## src/rtl/ub_port_arbiter.sv

```systemverilog
// Arbitrates the Unified Buffer's single byte write port and single byte read port
// among several writers and readers, with burst locking and read-after-write stalls.
module ub_port_arbiter #(
    parameter  int SA_LENGTH  = 256,
    parameter  int ADDR_WIDTH = 10,
    parameter  int NO_BANKS   = 8,
    parameter  int NUM_WR     = 2,
    parameter  int NUM_RD     = 2,
    localparam int AW         = ADDR_WIDTH + $clog2(NO_BANKS) + $clog2(SA_LENGTH),
    localparam int IDW        = $clog2(NUM_RD)
) (
    input  logic                 CLK,
    input  logic                 ASYNC_RST,
    input  logic                 SYNC_RST,
    input  logic                 EN,
    input  logic [NUM_WR-1:0]    wr_req,
    input  logic [NUM_WR-1:0]    wr_lock,
    input  logic [NUM_WR*AW-1:0] wr_addr,
    input  logic [NUM_WR*8-1:0]  wr_data,
    output logic [NUM_WR-1:0]    wr_gnt,
    input  logic [NUM_RD-1:0]    rd_req,
    input  logic [NUM_RD-1:0]    rd_lock,
    input  logic [NUM_RD*AW-1:0] rd_addr,
    output logic [NUM_RD-1:0]    rd_gnt,
    output logic                 rsp_valid,
    output logic [IDW-1:0]       rsp_id,
    output logic [7:0]           rsp_data,
    output logic                 ub_en,
    output logic                 ub_sync_rst,
    output logic                 ub_wren,
    output logic [AW-1:0]        ub_wraddr,
    output logic [7:0]           ub_wrdata,
    output logic [AW-1:0]        ub_rdaddr,
    input  logic [7:0]           ub_rddata
);

    localparam int WPW = $clog2(NUM_WR);

    logic [WPW-1:0] wr_ptr;
    logic [WPW-1:0] wr_own;
    logic           wr_own_vld;
    logic [IDW-1:0] rd_ptr;
    logic [IDW-1:0] rd_own;
    logic           rd_own_vld;
    logic [AW-1:0]  last_rdaddr;

    logic           allow;
    logic           wr_found;
    logic [WPW-1:0] wr_idx;
    logic [WPW-1:0] wr_scan;
    logic           rd_found;
    logic [IDW-1:0] rd_idx;
    logic [IDW-1:0] rd_scan;
    logic           wr_any;
    logic           rd_win;
    logic           rd_any;
    logic           hazard;
    logic [AW-1:0]  rd_sel_addr;
    logic [WPW-1:0] wr_next;
    logic [IDW-1:0] rd_next;

    // Grants are suppressed while any reset is active or the block is disabled.
    assign allow = ASYNC_RST & EN & ~SYNC_RST;

    always_comb begin
        wr_found = 1'b0;
        wr_idx   = '0;
        wr_scan  = '0;
        if (wr_own_vld && wr_req[wr_own] && wr_lock[wr_own]) begin
            wr_found = 1'b1;
            wr_idx   = wr_own;
        end else begin
            for (int i = 0; i < NUM_WR; i++) begin
                wr_scan = WPW'((int'(wr_ptr) + i) % NUM_WR);
                if (!wr_found && wr_req[wr_scan]) begin
                    wr_found = 1'b1;
                    wr_idx   = wr_scan;
                end
            end
        end
    end

    always_comb begin
        rd_found = 1'b0;
        rd_idx   = '0;
        rd_scan  = '0;
        if (rd_own_vld && rd_req[rd_own] && rd_lock[rd_own]) begin
            rd_found = 1'b1;
            rd_idx   = rd_own;
        end else begin
            for (int i = 0; i < NUM_RD; i++) begin
                rd_scan = IDW'((int'(rd_ptr) + i) % NUM_RD);
                if (!rd_found && rd_req[rd_scan]) begin
                    rd_found = 1'b1;
                    rd_idx   = rd_scan;
                end
            end
        end
    end

    assign wr_any      = allow & wr_found;
    assign rd_win      = allow & rd_found;
    assign rd_sel_addr = rd_addr[int'(rd_idx)*AW +: AW];
    assign ub_wraddr   = wr_any ? wr_addr[int'(wr_idx)*AW +: AW] : '0;
    assign ub_wrdata   = wr_any ? wr_data[int'(wr_idx)*8 +: 8] : '0;
    // A read of the byte being written this cycle is held off so it returns the new value.
    assign hazard      = wr_any & rd_win & (rd_sel_addr == ub_wraddr);
    assign rd_any      = rd_win & ~hazard;
    assign ub_rdaddr   = rd_any ? rd_sel_addr : last_rdaddr;

    assign wr_next = (wr_idx == WPW'(NUM_WR - 1)) ? '0 : wr_idx + 1'b1;
    assign rd_next = (rd_idx == IDW'(NUM_RD - 1)) ? '0 : rd_idx + 1'b1;

    always_comb begin
        wr_gnt = '0;
        if (wr_any) wr_gnt[wr_idx] = 1'b1;
    end

    always_comb begin
        rd_gnt = '0;
        if (rd_any) rd_gnt[rd_idx] = 1'b1;
    end

    assign ub_en       = EN;
    assign ub_sync_rst = SYNC_RST;
    assign ub_wren     = wr_any;
    assign rsp_data    = ub_rddata;

    always_ff @(posedge CLK or negedge ASYNC_RST) begin
        if (!ASYNC_RST) begin
            wr_ptr     <= '0;
            wr_own     <= '0;
            wr_own_vld <= 1'b0;
        end else if (EN) begin
            if (SYNC_RST) begin
                wr_ptr     <= '0;
                wr_own     <= '0;
                wr_own_vld <= 1'b0;
            end else if (wr_any) begin
                wr_ptr     <= wr_next;
                wr_own     <= wr_idx;
                wr_own_vld <= 1'b1;
            end else begin
                wr_own_vld <= 1'b0;
            end
        end
    end

    // A hazard-stalled reader keeps its pointer and lock so it simply retries.
    always_ff @(posedge CLK or negedge ASYNC_RST) begin
        if (!ASYNC_RST) begin
            rd_ptr      <= '0;
            rd_own      <= '0;
            rd_own_vld  <= 1'b0;
            rsp_valid   <= 1'b0;
            rsp_id      <= '0;
            last_rdaddr <= '0;
        end else begin
            rsp_valid <= rd_any;
            if (EN) begin
                if (SYNC_RST) begin
                    rd_ptr      <= '0;
                    rd_own      <= '0;
                    rd_own_vld  <= 1'b0;
                    rsp_id      <= '0;
                    last_rdaddr <= '0;
                end else if (rd_any) begin
                    rd_ptr      <= rd_next;
                    rd_own      <= rd_idx;
                    rd_own_vld  <= 1'b1;
                    rsp_id      <= rd_idx;
                    last_rdaddr <= rd_sel_addr;
                end else if (!hazard) begin
                    rd_own_vld  <= 1'b0;
                end
            end
        end
    end

endmodule

```

## config.mk

```make
export PLATFORM = sky130hd
export DESIGN_NAME = ub_port_arbiter
export DESIGN_NICKNAME = d
export VERILOG_FILES = /design/src/rtl/ub_port_arbiter.sv
export SDC_FILE = /design/constraint.sdc
export NUM_CORES = 1
export LEC_CHECK = 0
export CORE_AREA = 2 2 98 100
export DETAILED_ROUTE_END_ITERATION = 10
export DIE_AREA = 0 0 100 102
export GPL_TIMING_DRIVEN = 0
export PLACE_DENSITY = 0.83
export SLEW_MARGIN = 25
export SYNTH_ARGS = -nofsm -noshare
export SYNTH_HDL_FRONTEND = slang
export SYNTH_SLANG_ARGS = --single-unit
```

## constraint.sdc

```tcl
create_clock -name CLK -period 3.37 [get_ports CLK]
set_input_delay 0.674 -clock CLK [delete_from_list [all_inputs] [get_ports CLK]]
set_output_delay 0.674 -clock CLK [all_outputs]
set_load 0.1 [all_outputs]
```

# Yosys cells after proc, flatten, opt, wreduce, memory -nomap -nowiden
# Cells that the tools add are included.
[op_classes]
order_cmp = 10
div_mod_pow = 0
bitwise_logic = 9
shifts = 3
reduce_logical = 15
muxes = 55
multipliers = 2
add_sub_neg = 4
n_eq_ne = 2
[ops]
columns = ["operator", "count"]
rows = [
  ["indexed part select 42 x 7 -> 21 bit", 2],
  ["2-to-1 mux 21 bit", 3],
  ["2-to-1 mux 1 bit", 47],
  ["== test 21 bit", 1],
  ["less-than comparator 1 x 2 -> 1 bit (second input constant)", 8],
  ["indexed part select 16 x 5 -> 8 bit", 1],
  ["multiplier 1 x 5 -> 6 bit (second input constant)", 2],
  ["logical AND 1 bit", 8],
  ["2-to-1 mux 8 bit", 1],
  ["AND 1 bit", 7],
  ["AND reduction 2 bit", 3],
  ["adder 1 bit (second input constant)", 4],
  ["2-to-1 mux 2 bit", 2],
  ["nonzero test 2 bit", 2],
  ["!= test 3 bit (second input constant)", 1],
  ["demux 1 bit (select 1 bit)", 2],
  ["greater-or-equal comparator 1 bit (second input constant)", 2],
  ["logical NOT 1 bit", 2],
  ["NOT 1 bit", 2],
]
[word_totals]
inputBits = 120
reg_bits = 28
elab_cells = 108
ram_bits = 0
n_memories = 0
output_inout_bits = 67
latch_bits = 0
mem_bits_ro = 0

# Depth between registers and ports, before layout
[logic_depth]
word_depth = 18
ltp_mapped = 13
ltp_nobuf = 8

# Worst setup path before layout
# Ideal clock, no wire load.
[synth_path]
kind = "input port to output port"
startpoint = "input port EN"
endpoint = "output port ub_rdaddr[10]"
slack_ns = -2.776
path_stages = 13
arrival_time_ns = 5.472
path_buffers = 5
path_cell_list = "buf_4 and3b_1 buf_4 buf_6 buf_6 nand3_1 mux2i_1 xnor2_1 nor4_2 and4_4 a21oi_4 buf_2 o21ai_1"
[synth_via]
elab_chain_len = 9
elab_cells_between_ends = 11
cone_classes = "1 x eq/ne; 2 x mux; 8 x bitwise"
[synth_lines]
columns = ["item", "line", "text"]
rows = [
  ["start: declaration", "15", "input logic EN,"],
  ["AND 1 bit (2 in a row)", "63", "assign allow = ASYNC_RST & EN & ~SYNC_RST;"],
  ["AND 1 bit", "101", "assign wr_any = allow & wr_found;"],
  ["2-to-1 mux 21 bit", "104", "assign ub_wraddr = wr_any ? wr_addr[int'(wr_idx)*AW +: AW] : '0;"],
  ["named net ub_wraddr[11]", "31", "output logic [AW-1:0] ub_wraddr,"],
  ["== test 21 bit", "107", "assign hazard = wr_any & rd_win & (rd_sel_addr == ub_wraddr);"],
  ["AND 1 bit", "107", ""],
  ["NOT 1 bit", "108", "assign rd_any = rd_win & ~hazard;"],
  ["AND 1 bit", "108", ""],
  ["2-to-1 mux 21 bit", "n/a", ""],
  ["end: declaration", "33", "output logic [AW-1:0] ub_rdaddr,"],
]
# The timed path passes the listed nets, and every way through them passes these cells.

# Final worst setup path
[layout_path]
startpoint = "input port rd_lock[0]"
endpoint = "output port ub_rdaddr[1]"
[layout_via]
elab_chain_len = 11
elab_cells_between_ends = 14
cone_classes = "1 x mul; 1 x eq/ne; 1 x shift; 5 x mux; 5 x bitwise; 1 x reduce/logical"
[layout_lines]
columns = ["item", "line", "text"]
rows = [
  ["start: declaration", "22", "input logic [NUM_RD-1:0] rd_lock,"],
  ["2-to-1 mux 1 bit (implied by the code) (*) (2 in a row)", "87", "if (rd_own_vld && rd_req[rd_own] && rd_lock[rd_own]) begin"],
  ["logical AND 1 bit (*)", "87", ""],
  ["2-to-1 mux 1 bit", "87", ""],
  ["multiplier 1 x 5 -> 6 bit", "103", "assign rd_sel_addr = rd_addr[int'(rd_idx)*AW +: AW];"],
  ["indexed part select 42 x 7 -> 21 bit", "103", ""],
  ["== test 21 bit", "107", ""],
  ["AND 1 bit", "107", ""],
  ["NOT 1 bit", "108", ""],
  ["AND 1 bit", "108", ""],
  ["2-to-1 mux 21 bit (*)", "n/a", ""],
]
# Every way passes the cells marked *; elsewhere a longest branch is shown, timed or not. The select of a mux whose other input is x is not followed.

==> flow_summary.json <==
{
  "drv_slew": 0,
  "start_kind": "input port",
  "path_class": "in2out",
  "yosys.area.top_type": "dfrtp_1",
  "clockBufferDepth": 2,
  "fp.dieH_um": 102,
  "required_ns": 2.70,
  "min_period_over_period_pct": 122.4,
  "multiInputGateArea_mm2": 0.003000,
  "drt-met1-wl_um": 5668,
  "post_synth.cell_area_avg_um2": 8.719,
  "post-place-ws_ns": -2.433,
  "dp_cells": 635,
  "worstPathMaxFanout": 6,
  "antenna_cells": 0,
  "drive_gt1_share_pct": 47.48,
  "finalHoldViolCount": 0,
  "synth-edff-count": 0,
  "ys_seq_area_share_pct": 23.16,
  "max_freq_mhz": 242.5,
  "syn_area_mm2": 0.003025,
  "p_sw_mw": 1.171,
  "row_count": 35,
  "final_antenna_net_count": 0,
  "maxUsedRoutingLayer": "met4",
  "die_w_um": 100,
  "htree_levels": 1,
  "yosys-top-cells-area": "dfrtp_1, mux2i_1, o221ai_2",
  "netlist_instances": 347,
  "power_density_mw_per_mm2": 345.2,
  "min_period_ns": 4.125,
  "seq_area_um2": 700.7,
  "final_common_cell": "clkdlybuf4s50_1",
  "final_cell_mix": "clkdlybuf4s50_1, buf_4, o21ai_4",
  "insertion_delay_ns": 0.28,
  "antenna_found_initial": 0,
  "viasPerCell": 5.483,
  "cts_sinks": 28,
  "gp_congestion": 0.8520,
  "synth-main-ff-cell": "dfrtp_1",
  "async_reset_ff_share_pct": 100.0,
  "hold_buffers": 0,
  "p_seq_share_pct": 18.3,
  "internal_power_mw": 1.224,
  "firstDrtPassIters": 5,
  "power.total_mw": 2.395,
  "tightest_slew_ns": 0.9768,
  "wire_per_inst_um": 21.40,
  "p_clk_share_pct": 7.7,
  "syn_nets": 467,
  "synth.distinct_cells": 44,
  "die_area_mm2": 0.01020,
  "clk_pin_slew_ns": 0.10,
  "port_buffers": 177,
  "dpl.hpwl_um": 9817,
  "cp.arrival_ns": 3.45,
  "fin_nets": 697,
  "fin_util_pct": 76.17,
  "netSwitchingFraction_pct": 48.88,
  "grt_pass1_vias": 3867,
  "hold_class": "in2async",
  "yosys_warnings": 0,
  "ios": 187,
  "netlist.area_leader.share_pct": 23.16,
  "status": "finished, violations left",
  "combPwrFrac_pct": 74.0,
  "initial_core_util_pct": 33.21,
  "synth-seq-cells": 28,
  "vias": 3761,
  "cap_violations": 0,
  "overflow": 0,
  "cp-end-kind": "output port",
  "setup_viol_count_final": 23,
  "cts-root-buf": "clkbuf_8",
  "total_leakage_power_nw": 2.621,
  "grt_pass1_wl_um": 20400,
  "rsz0062_at_grt": "true",
  "slew_headroom_pct": 34.68,
  "wirelength_um": 14680,
  "layout.cells.non_filler": 686,
  "track_usage_pct": 25.67,
  "area_delta_synth_final_pct": 129.3,
  "irDropWorstVdd_v": 0.0003945,
  "violations": "negative setup slack",
  "grt_max_degree": 30,
  "wl_met2_um": 7835,
  "fillers": 534,
  "finalClockSkew_ns": 0.006740,
  "cts_buffers": 3,
  "met3_length_um": 833,
  "drc_errors": 0,
  "fin_ws_ns": -0.7546,
  "coreArea_mm2": 0.009109,
  "tritoncts": "yes",
  "drt_iter0_drc": 140
}
[what timing repair did]
action / CTS / global route
gates cloned: 3 / 0
pin swaps: 9 / 21
buffers inserted: 24 / 22
setup endpoints to repair: 80 / 56
gates resized for setup: 419 / 71
[registers in the layout (all words and copies together) (netlist names)]
name	cells
rd_own_vld	1
rsp_valid	1
last_rdaddr	21
wr_ptr	1
rd_own	1
wr_own_vld	1
wr_own	1
rd_ptr	1
[stage by stage]
| stage | TNS, ns | area [um^2] | hold WS [ns] |
|---|---|---|---|
| floorplan | -31.91 | 3575 | 0.3784 |
| global placement | -155.15 | 5485 | 0.5107 |
| detailed placement | -103.41 | 5480 | 0.5110 |
| CTS | -17.27 | 6460 | 0.2580 |
| global route | -19.40 | 6938 | 0.2315 |
| finish | -16.54 | 6938 | 0.2215 |
[critical path: stages]
cell and delay [ns]:
buf_6 0.09, o211a_1 0.23, o311ai_4 0.30, buf_6 0.19, buf_12 0.12, buf_8 0.11
mux2i_4 0.29, xnor2_2 0.09, nor4_2 0.32, and4_4 0.30, a21oi_4 0.13, clkbuf_16 0.24
o21ai_4 0.15, buf_12 0.19
[cell usage after synthesis, types with 2 or more instances]
cell	number
a22o_1	8
o21ai_0	4
buf_6	8
nor4_2	4
nand3_1	32
o2bb2ai_2	5
a31o_2	2
o21ai_1	42
buf_2	8
o221ai_2	18
nand2_1	2
nand2b_1	25
buf_4	15
xnor2_1	16
clkbuf_1	8
inv_1	28
mux2i_2	3
nor2_1	25
o221ai_1	5
nand4b_1	3
xor2_1	4
dfrtp_1	28
nor2b_1	2
mux2i_1	30
o2bb2ai_1	3
[worst paths after layout]
check | startpoint | endpoint | slack, ns | depth (start not counted)
max | rd_lock[0] | ub_rdaddr[1] | -0.75 | 14
min | ASYNC_RST | rsp_valid$_DFF_PN0_ | 0.22 | 1
max reg2reg | rd_own$_DFFE_PN0P_ | rd_own_vld$_DFFE_PN0P_ | 0.04 | 13
min reg2reg | wr_ptr$_DFFE_PN0P_ | wr_ptr$_DFFE_PN0P_ | 0.54 | 1
max in group asynchronous | ASYNC_RST | last_rdaddr[9]$_DFFE_PN0P_ | 2.95 | 1
min in group CLK | wr_ptr$_DFFE_PN0P_ | wr_ptr$_DFFE_PN0P_ | 0.54 | 1
[area by class of cell]
cell class,instances,share of cell area (%)
repair buffers,226,36.57
multi-input cells,251,43.25
flip-flops and latches,28,10.10
inverters,28,1.515
well taps,111,2.002
clock buffers,3,0.5951
plain buffers,39,5.969
[power groups by stage]
stage	combinational [mW]	clock, mW	sequential (mW)
after floorplan	1.01	0	0.453
after global placement	1.38	0	0.437
after detailed placement	1.39	0	0.442
after CTS	1.67	0.188	0.435
after global routing	1.83	0.204	0.445
final	1.77	0.185	0.438
[per-layer routing]
| layer | up-vias | GRT usage (%) |
|---|---|---|
| met2 | 161 | 47.40 |
| met1 | 1870 | 30.89 |
| li1 | 1700 | - |
| met3 | 30 | 3.830 |
| met5 | - | 0 |
| met4 | 0 | 7.903 |
[cells by family after synthesis]
family	count (synthesis)	synth area share [%]
flops	28	23.16
xor+xnor	20	5.790
simple gates	101	18.61
mux	34	12.03
compound gates	96	27.79
buf+inv	68	12.61
No activity file was read; power rests on OpenSTA's default activity.
